<file path="config.mk">
export PLATFORM = sky130hd
export DESIGN_NAME = jk_bank_seq
export DESIGN_NICKNAME = d
export VERILOG_FILES = /design/src/rtl/jk_seq_pkg.sv /design/src/rtl/jk_cnt_term.sv /design/src/rtl/jk_bank_seq.sv
export SDC_FILE = /design/constraint.sdc
export NUM_CORES = 1
export LEC_CHECK = 0
export CAP_MARGIN = 10
export CORE_ASPECT_RATIO = 0.6
export CORE_MARGIN = 2
export CORE_UTILIZATION = 40
export DETAILED_ROUTE_END_ITERATION = 7
export HOLD_SLACK_MARGIN = 0.03
export PLACE_DENSITY_LB_ADDON = 0.15
export SYNTH_ARGS = -nofsm -noshare
export SYNTH_HDL_FRONTEND = slang
export SYNTH_HIERARCHICAL = 1
export SYNTH_SLANG_ARGS = --single-unit
</file>
<file path="constraint.sdc">
create_clock -name clk -period 4.3 [get_ports clk]
set_input_delay 0.645 -clock clk [delete_from_list [all_inputs] [get_ports clk]]
set_output_delay 0.645 -clock clk [all_outputs]
set_load 0.03 [all_outputs]
</file>
<file path="src/rtl/jk_seq_pkg.sv">
// Shared opcodes and FSM state type for the JK bank sequencer.
// Imported by jk_bank_seq and its count-term helper.
package jk_seq_pkg;

    localparam logic [2:0] OP_HOLD   = 3'd0;
    localparam logic [2:0] OP_CLEAR  = 3'd1;
    localparam logic [2:0] OP_SET    = 3'd2;
    localparam logic [2:0] OP_TOGGLE = 3'd3;
    localparam logic [2:0] OP_LOAD   = 3'd4;
    localparam logic [2:0] OP_CNT_UP = 3'd5;
    localparam logic [2:0] OP_CNT_DN = 3'd6;
    localparam logic [2:0] OP_RSVD   = 3'd7;

    typedef enum logic [1:0] {
        ST_IDLE,
        ST_EXEC,
        ST_COUNT,
        ST_DONE
    } state_t;

endpackage

</file>
<file path="src/rtl/jk_cnt_term.sv">
// Per-bit toggle enables for a JK ripple count: bit i toggles when all
// lower bits are 1 (up) or all 0 (down). Ports: up, q in; t out.
module jk_cnt_term #(
    parameter int W = 4
) (
    input  logic         up,
    input  logic [W-1:0] q,
    output logic [W-1:0] t
);

    logic [W-1:0] p;
    logic [W-1:0] lm;

    // Bits above the prefix are forced to 1 before the AND-reduce.
    always_comb begin
        p  = up ? q : ~q;
        lm = '0;
        t  = '0;
        for (int i = 0; i < W; i++) begin
            lm   = (W'(1) << i) - W'(1);
            t[i] = &(p | ~lm);
        end
    end

endmodule

</file>
<file path="src/rtl/jk_bank_seq.sv">
// Command sequencer driving j/k of an external W-bit JK flip-flop bank.
// Ports: cmd_* handshake in, abort, q in; j/k, busy, done, err out.
module jk_bank_seq
    import jk_seq_pkg::*;
#(
    parameter int W     = 4,
    parameter int CNT_W = 8
) (
    input  logic             clk,
    input  logic             rst,
    input  logic             cmd_valid,
    output logic             cmd_ready,
    input  logic [2:0]       cmd_op,
    input  logic [W-1:0]     cmd_mask,
    input  logic [W-1:0]     cmd_data,
    input  logic [CNT_W-1:0] cmd_cnt,
    input  logic             abort,
    input  logic [W-1:0]     q,
    output logic [W-1:0]     j,
    output logic [W-1:0]     k,
    output logic             busy,
    output logic             done,
    output logic             err
);

    state_t           state;
    logic [2:0]       op_q;
    logic [W-1:0]     mask_q;
    logic [W-1:0]     data_q;
    logic [CNT_W-1:0] rem_q;
    logic [W-1:0]     tgl;
    logic             is_cnt;

    assign is_cnt = (cmd_op == OP_CNT_UP) || (cmd_op == OP_CNT_DN);

    jk_cnt_term #(.W(W)) u_term (
        .up (op_q == OP_CNT_UP),
        .q  (q),
        .t  (tgl)
    );

    always_ff @(posedge clk or negedge rst) begin
        if (!rst) begin
            state  <= ST_IDLE;
            op_q   <= '0;
            mask_q <= '0;
            data_q <= '0;
            rem_q  <= '0;
            err    <= 1'b0;
        end else begin
            unique case (state)
                ST_IDLE: begin
                    if (cmd_valid) begin
                        op_q   <= cmd_op;
                        mask_q <= cmd_mask;
                        data_q <= cmd_data;
                        rem_q  <= cmd_cnt;
                        if (cmd_op == OP_RSVD)
                            err <= 1'b1;
                        if (!is_cnt)
                            state <= ST_EXEC;
                        else if (cmd_cnt == '0)
                            state <= ST_DONE;
                        else
                            state <= ST_COUNT;
                    end
                end
                ST_EXEC: state <= ST_DONE;
                ST_COUNT: begin
                    if (abort || rem_q == CNT_W'(1))
                        state <= ST_DONE;
                    else
                        rem_q <= rem_q - CNT_W'(1);
                end
                ST_DONE: state <= ST_IDLE;
                default: state <= ST_IDLE;
            endcase
        end
    end

    assign cmd_ready = (state == ST_IDLE);
    assign busy      = (state != ST_IDLE);
    assign done      = (state == ST_DONE);

    // j/k decode straight from state so a reset clears them at once.
    always_comb begin
        j = '0;
        k = '0;
        if (state == ST_EXEC) begin
            case (op_q)
                OP_CLEAR:  k = mask_q;
                OP_SET:    j = mask_q;
                OP_TOGGLE: begin
                    j = mask_q;
                    k = mask_q;
                end
                OP_LOAD: begin
                    j = mask_q & data_q;
                    k = mask_q & ~data_q;
                end
                default: ;
            endcase
        end else if (state == ST_COUNT && !abort) begin
            j = tgl;
            k = tgl;
        end
    end

endmodule

</file>
### After elaboration in Yosys (flattened, before gate mapping)

Cells that the tools add are included.

| storage, ports and cells | value |
|---|---|
| register bits after elaboration | 22 |
| bits in latches | 0 |
| memory bits (writable) | 0 |
| ROM bits | 0 |
| bits of input ports | 27 |
| output and inout bits | 12 |
| logic and storage cells | 56 |
| memories | 0 |

| operators by class | value |
|---|---|
| add/sub/neg operators | 1 |
| multiply operators | 0 |
| divide/modulo/power cells | 0 |
| $lt $le $gt $ge | 0 |
| equal/unequal tests | 15 |
| shift-type cells | 0 |
| multiplexer cells | 14 |
| bitwise operators | 4 |
| reductions and logical operators | 16 |

Operators with widths:

| kind | number |
|---|---|
| $mux W8 | 2 |
| $pmux W4 S2 | 2 |
| $pmux W8 S2 | 1 |
| $eq A3 B3 Y1 const B | 5 |
| $mux W4 | 3 |
| $reduce_and A3 Y1 | 3 |
| $and A4 B4 Y4 | 2 |
| $eq A8 B1 Y1 const B | 1 |
| $logic_not A8 Y1 | 1 |
| $pmux W2 S4 | 1 |
| $sub A8 B1 Y8 const B | 1 |
| $eq A3 B2 Y1 const B | 2 |
| $mux W2 | 3 |
| $ne A2 B2 Y1 const B | 3 |
| $reduce_and A2 Y1 | 3 |
| $eq A2 B2 Y1 const B | 2 |
| $not A4 Y4 | 1 |
| $reduce_bool A2 Y1 | 2 |
| $reduce_or A2 Y1 | 2 |
| $eq A3 B1 Y1 const B | 1 |
| $mux W3 | 1 |
| $not A3 Y3 | 1 |
| $eq A2 B1 Y1 const B | 1 |
| $logic_not A2 Y1 | 1 |
| other kinds (4) | 5 |

### Longest topological paths before layout

Gate-level depths: netlist of the first run.

| logic depth | value |
|---|---|
| depth after elaboration | 5 |
| mapped depth | 7 |
| depth with buffers taken out | 6 |

### Cells and area by module

The synthesis of the first run kept the hierarchy.

Modules (own cells, without submodules):

| module | times used | cells an instance | area each (um^2) | seq. area each (um^2) |
|---|---|---|---|---|
| jk_bank_seq | 1 | 166 | 1403.8 | 550.5 |
| jk_cnt_term | 1 | 8 | 55.1 | 0.0 |

### Worst setup path after synthesis of the first run

Ideal clock, no wire load.

| timing | value |
|---|---|
| kind | reg2out |
| start | register op_q[1] |
| end | output k[0] |
| arrival | 1.739 ns |
| data required time | 3.655 ns |
| slack | 1.916 ns |
| stages on the path, launching flop included | 4 |
| buffers on the path | 0 |
| cells stage by stage | dfrtp_1 -> or3b_2 -> o21a_1 -> o21ai_0 |

| on the way | value |
|---|---|
| longest elaborated chain between the ends | 4 |
| elaborated cells between the ends (all ways) | 6 |
| those cells by class | 3 x eq/ne; 2 x mux; 1 x reduce/logical |

RTL lines:

| element | line | source |
|---|---|---|
| from (decl) | jk_bank_seq.sv:27 | `logic [2:0] op_q;` |
| from (signal assigned) | jk_bank_seq.sv:54 | `op_q <= cmd_op;` |
| $eq A3 B2 Y1 / $eq A3 B1 Y1 (equally long branches) | jk_bank_seq.sv:90 | `case (op_q)` |
| $reduce_or A2 Y1 (no source line) | - |  |
| $pmux W4 S2 (*) | jk_bank_seq.sv:90 |  |
| $mux W4 (*) | jk_bank_seq.sv:89 | `if (state == ST_EXEC) begin` |
| to (decl) | jk_bank_seq.sv:20 | `output logic [W-1:0] k,` |

Mark *: on every way between the ends. The rest lies on a longest branch, timed or not.

### Worst setup path in the final report of the first run

| timing | value |
|---|---|
| start | input abort |
| end | output k[1] |

| on the way | value |
|---|---|
| longest elaborated chain between the ends | 4 |

RTL lines:

| element | line | source |
|---|---|---|
| from (decl) | jk_bank_seq.sv:17 | `input logic abort,` |
| $logic_not A1 Y1 | jk_bank_seq.sv:103 | `end else if (state == ST_COUNT && !abort) begin` |
| $logic_and A1 B1 Y1 | jk_bank_seq.sv:103 |  |
| $mux W4 | jk_bank_seq.sv:103 |  |
| $mux W4 | jk_bank_seq.sv:89 |  |

Every way passes these cells.

==> key figures, run 1 <==
Run status
  • Status: complete, no violations

GRT
  • Antenna violations before repair: 0
  • Gr usage total: 20.5%
  • Number of global-route vias before repair: 1421
  • Gr ovfl total: 0
  • First-pass GRT wire length: 6.43 mm
  • Largest net degree at the start of global routing: 23

Route
  • WL met1: 1.87 mm
  • WL/cell: 15.2 µm
  • Top sig layer: met4
  • Detailed-route via count: 1413
  • Met3 wire length: 255 µm
  • # DRC: 0
  • Drt via density: 5.54
  • Post-route ant nets: 0
  • DR iter-0 viols: 79
  • Met2 routed WL: 1.75 mm
  • Final WL: 3.89 mm
  • DR pass1 iterations: 4

Logic synthesis
  • Asr flop ratio synth: 100%
  • Most frequent cell after synthesis: nand2_1
  • Synth warn: 6
  • Sequential-to-total area share from yosys stat: 37.7%
  • Netlist cell types: 46
  • Share of the synthesized area in the top cell type: 37.7%
  • Most frequent cells after synthesis: nand2_1, dfrtp_1, nor2_1
  • Mapped cell area: 0.00146 mm²
  • Leading area contributor after synthesis: dfrtp_1
  • Synth Instances: 174
  • Top post-synthesis cells by area: dfrtp_1, nand2_1, ha_1
  • Syn_area_per_cell: 8.38 µm²
  • Most common flop cell mapped by yosys: dfrtp_1
  • Syn Nets: 208
  • Synth Register Bits: 22
  • Post-synth EDFFs: 0

Setup path
  • Crit. End Element: output port
  • Critical-path cell list: clkdlybuf4s50_1 -> nand2b_2 -> nor2_1 -> nand2_1 -> o21ai_0 -> clkdlybuf4s50_1
  • Worst setup SP type: input pin
  • Crit path arrival time: 2480 ps
  • Critical Path Fanout Max: 5
  • Critical path class: input pin to output port
  • Slowest cell on the critical path: clkdlybuf4s50_1
  • Required @ worst endpoint: 3650 ps
  • Crit-path most repeated cell: clkdlybuf4s50_1
  • Slowest stage delay, CP: 710 ps

Place
  • Placer Congestion: 0.872
  • HPWL Detailed: 2.99 mm
  • Dpl cells: 251
  • IO buf count: 37

Clock tree
  • Clock transition at path regs: 80 ps
  • Resize count post-CTS: 0
  • Hold buffers post-CTS: 0
  • Clock latency at the later pin of the worst-skew pair: 260 ps
  • Clock Path Buffers: 2
  • CTS tree: done
  • Clk sink count: 22
  • Post-CTS Setup Bufs: 0
  • H-tree depth: 1
  • Root buffer cell: clkbuf_8
  • Cts bufs inserted: 3

Die
  • Die span in x: 82.0 µm
  • Die ar.: 0.00416 mm²
  • Initial Util: 43.4%
  • Num ports: 39
  • # rows: 16
  • Core Area: 0.00336 mm²
  • Die height: 50.8 µm

Power
  • Comb pwr share: 53.5%
  • Switching Fraction: 45.6%
  • Int Power: 0.674 mW
  • VDD IR max: 0.000275 V
  • Leakage power total: 0.809 nW
  • Clock power share: 12.0%
  • Sequential power share: 34.6%
  • Power Density: 647 mW/mm²
  • Psw: 0.566 mW

Final layout
  • Share of cells above drive strength 1: 5.24%
  • Register area: 551 µm²
  • P&R area growth vs syn: 31.2%
  • Non-Filler Instances: 255
  • Fill cell count: 325
  • Antenna Cells: 0
  • Fin nets: 245
  • Multi-input gate area: 848 µm²

Timing
  • RSZ-0062 raised after global routing: false
  • Final period util: 72.6%
  • Final hold violations: 0
  • Slew @ Worst Pin: 1020 ps
  • Period minus WS final: 3120 ps
  • Setup TNS: 0 ps
  • Rel. slew slack: 32.1%
  • Clock Skews: 4.75 ps
  • Final Max Slew Viols: 0
  • Fmax: 0.320 GHz
  • Final setup fails: 0

Run
  • Max Cap Violations: 0

Worst hold path
  • Hold Path Class: flop to flop
==> flip-flops by register name, indices dropped and copies added (netlist names) <==
register / count
state: 2
mask_q: 4
err: 1
data_q: 4
rem_q: 8
op_q: 3
==> layout by cell type (no fill, tap or decap), types with 2 or more instances in the layout <==
cell | synthesis | final
a211oi_1 | 7 | 7
a21oi_1 | 7 | 7
a221oi_1 | 2 | 2
a311oi_1 | 2 | 2
clkbuf_8 | 0 | 4
clkdlybuf4s50_1 | 0 | 37
dfrtp_1 | 22 | 22
ha_1 | 7 | 7
inv_1 | 9 | 9
nand2_1 | 44 | 44
nand3_1 | 3 | 3
nor2_1 | 12 | 12
nor2b_1 | 2 | 2
nor3_1 | 4 | 4
nor4_1 | 3 | 3
o21a_1 | 5 | 5
o21ai_0 | 11 | 11
==> metrics by stage <==
| stage | setup slack [ps] | util [%] | hold slack [ps] | instance area, µm² | power, mW |
|---|---|---|---|---|---|
| floorplan | 1920 | - | 349 | 1460 | 0.869 |
| global placement | 1210 | 55.3 | 447 | 1860 | 1.05 |
| detailed placement | 1180 | 55.3 | 463 | 1860 | 1.09 |
| CTS | 1180 | 56.9 | 481 | 1910 | 1.24 |
| global route | 1070 | 56.9 | 501 | 1910 | 1.34 |
| finish | 1180 | 56.9 | 488 | 1910 | 1.24 |
==> power by group through the flow <==
stage / Combinational [mW] / Clock (mW) / Sequential [mW]
finish: 0.662 / 0.149 / 0.428
global route: 0.732 / 0.167 / 0.445
CTS: 0.662 / 0.153 / 0.425
detailed placement: 0.658 / 0 / 0.427
global placement: 0.633 / 0 / 0.417
floorplan: 0.467 / 0 / 0.402
==> kinds of logic (layout without fill, tap and decap cells) <==
logic type               after synthesis  count (layout)  synth area share [%]
adder cells (fa/ha/maj)                7               7                  6.00
other                                  1               1                 0.257
XOR/XNOR                               2               2                  1.20
multiplexers                           1               1                 0.772
buffers and inverters                 14              50                  4.12
AND/OR/NAND/NOR                       81              81                  27.2
flip-flops                            22              22                  37.7
AO/OA/AOI/OAI                         46              46                  22.7
==> worst max-delay path: cells and delay by family <==
family	cells	cell delay [ps]
buffers and inverters	2	1140
AND/OR/NAND/NOR	3	600
AO/OA/AOI/OAI	1	90
==> area by class of cell <==
cell class	instances	area share, %
multi-input combinational	138	44.3
sequential	22	28.8
timing repair buffer	37	19.3
tap	45	2.94
clock buffer	4	2.88
inverter	9	1.76
==> layer usage <==
layer	up-vias	GRT usage (%)
li1	693	-
met1	682	27.4
met2	36	32.8
met3	2	6.65
met4	0	3.61
met5	-	0
==> final timing paths <==
check,endpoint,cells after the start,from,slack [ps]
hold reg to reg,mask_q[3],2,mask_q[3],490
setup / recovery,k[1],6,abort,1180
min in group asynchronous,data_q[3],1,rst,940
max in group asynchronous,mask_q[3],1,rst,2750
setup reg to reg,rem_q[6],6,state[0],2050
hold / removal,mask_q[3],2,mask_q[3],490
No activity file was read; power rests on OpenSTA's default activity.
==> inputs of run 2 (changes only) <==
==> constraint.sdc (replaced) <==
create_clock -name clk -period 3.1 [get_ports clk]
set_input_delay 0.465 -clock clk [delete_from_list [all_inputs] [get_ports clk]]
set_output_delay 0.465 -clock clk [all_outputs]
set_load 0.03 [all_outputs]
==> run 2 against run 1 <==
Non-clock buffer count up 2; flip-flop and latch count unchanged; core utilization up 0.52 points; clock power up 40%; critical path depth up 1; worst setup slack worse by 980 ps; sequential power up 39%; routed wire length up 2.8%; count of clock-buffer cells in the layout unchanged; cell area up 0.91%; global-route usage up 0.45 points; register-to-register slack worse by 1200 ps; highest routed layer unchanged.
==> key figures, run 2 (synthesis gave the netlist of run 1 again) <==
Clock tree
  • Clock Path Buffers: 2
  • Cts bufs inserted: 3
  • H-tree depth: 1
  • Clock transition at path regs: 80 ps
  • Root buffer cell: clkbuf_8
  • CTS tree: done
  • Clock latency at the later pin of the worst-skew pair: 270 ps
  • Clk sink count: 22

Route
  • Met2 routed WL: 1.76 mm
  • Met3 wire length: 287 µm
  • DR pass1 iterations: 4
  • WL met1: 1.89 mm
  • Detailed-route via count: 1433
  • Final WL: 3.99 mm
  • DR iter-0 viols: 108
  • Drt via density: 5.58
  • Top sig layer: met4
  • # DRC: 0
  • WL/cell: 15.5 µm
  • Post-route ant nets: 0

Timing
  • Final hold violations: 0
  • Final Max Slew Viols: 0
  • Worst setup margin: 195 ps
  • Tightest hold margin: 481 ps
  • Clock Skews: 8.11 ps
  • Period minus WS final: 2910 ps
  • Final period util: 93.7%
  • RSZ-0062 raised after global routing: false
  • Fmax: 0.344 GHz
  • Rel. slew slack: 60.6%
  • Setup TNS: 0 ps
  • Slew @ Worst Pin: 590 ps
  • Final setup fails: 0

Run
  • Max Cap Violations: 0

Final layout
  • Antenna Cells: 0
  • Commonest non-fill, non-tap cell in the layout: nand2_1
  • Final instance area: 0.00193 mm²
  • Fin nets: 247
  • Post-layout util: 57.4%
  • Commonest non-fill, non-tap cells in the layout: nand2_1, clkdlybuf4s50_1, dfrtp_1
  • Max reg flops: 8
  • P&R area growth vs syn: 32.4%
  • Share of cells above drive strength 1: 6.13%
  • Non-Filler Instances: 257
  • Top flop regs: rem_q (8), data_q (4), mask_q (4)
  • Most flops, register: rem_q

GRT
  • Antenna violations before repair: 0
  • Gr ovfl total: 0
  • Largest net degree at the start of global routing: 23
  • First-pass GRT wire length: 6.53 mm
  • Number of global-route vias before repair: 1376
  • Gr usage total: 20.9%

Place
  • Dpl cells: 253
  • DP Area: 0.00187 mm²
  • Setup slack at placement: 369 ps
  • IO buf count: 37
  • HPWL Detailed: 3.13 mm
  • Placer Congestion: 0.888

Die
  • Die span in x: 82.0 µm
  • Die ar.: 0.00416 mm²
  • Num ports: 39
  • Core Area: 0.00336 mm²
  • Initial Util: 43.4%
  • Die height: 50.8 µm
  • # rows: 16

Power
  • VDD IR max: 0.000403 V
  • Power Density: 899 mW/mm²
  • Pwr Total: 1.74 mW
  • Leakage power total: 0.836 nW

Setup path
  • Worst setup SP type: flop
  • Required @ worst endpoint: 2630 ps
  • Slowest cell on the critical path: clkdlybuf4s50_1
  • Critical Path Fanout Max: 6
  • Crit path arrival time: 2440 ps
  • Critical path class: flop to output port
  • R2r setup slk: 830 ps
  • Crit. End Element: output port
  • Critical-path cell list: inv_1 -> ha_1 -> nand2b_2 -> nor2_1 -> nand2_1 -> o21ai_0 -> clkdlybuf4s50_1
  • Slowest stage delay, CP: 710 ps

Run status
  • Status: complete, no violations

Worst hold path
  • Hold Path Class: flop to flop
[run 2: cell count changes in the layout (fill, tap and decap cells not counted), sizes merged]
cell,before,now
dlymetal6s2s,0,1
buf,0,2
clkdlybuf4s50,37,36
[run 2: power breakdown]
part | total [mW] | internal (mW) | switching [mW] | leakage (nW)
Combinational | 0.933 | 0.399 | 0.534 | 0.544
Sequential | 0.595 | 0.429 | 0.165 | 0.263
Clock | 0.208 | 0.113 | 0.0952 | 0.0288
[run 2: worst paths after layout]
kind	startpoint	end	cells after the start
setup / recovery	state[0]	k[3]	7
hold / removal	mask_q[3]	mask_q[3]	2
setup reg to reg	state[0]	rem_q[6]	6
hold reg to reg	mask_q[3]	mask_q[3]	2
max in group asynchronous	rst	mask_q[3]	2
min in group asynchronous	rst	rem_q[1]	2
[run 2: timing repair]
item	in CTS	in global routing
hold buffers	0	0
endpoints found under the setup margin	0	1
gates resized for setup	0	1
hold endpoints to repair	0	0
setup buffers	0	0
[run 2: metal layers]
layer / global-route usage (%) / vias up
met5: 0 / -
met4: 2.78 / 0
met3: 6.47 / 8
met2: 31.0 / 64
met1: 30.5 / 666
li1: - / 695
[run 2: critical path: cells and delay by family (launching register included)]
kind,cells,cell delay (ps)
AOI/OAI and AO/OA,1,100
buffers and inverters,2,840
and+or+nand+nor,3,480
DFF,1,420
adders and majority gates,1,330
[run 2: area by class of cell]
type	instances	area [µm²]
Fill cell	303	1430
Clock buffer	4	55.1
Sequential cell	22	551
Tap cell	45	56.3
Multi-Input combinational cell	138	848
Inverter	9	33.8
Timing Repair Buffer	39	388
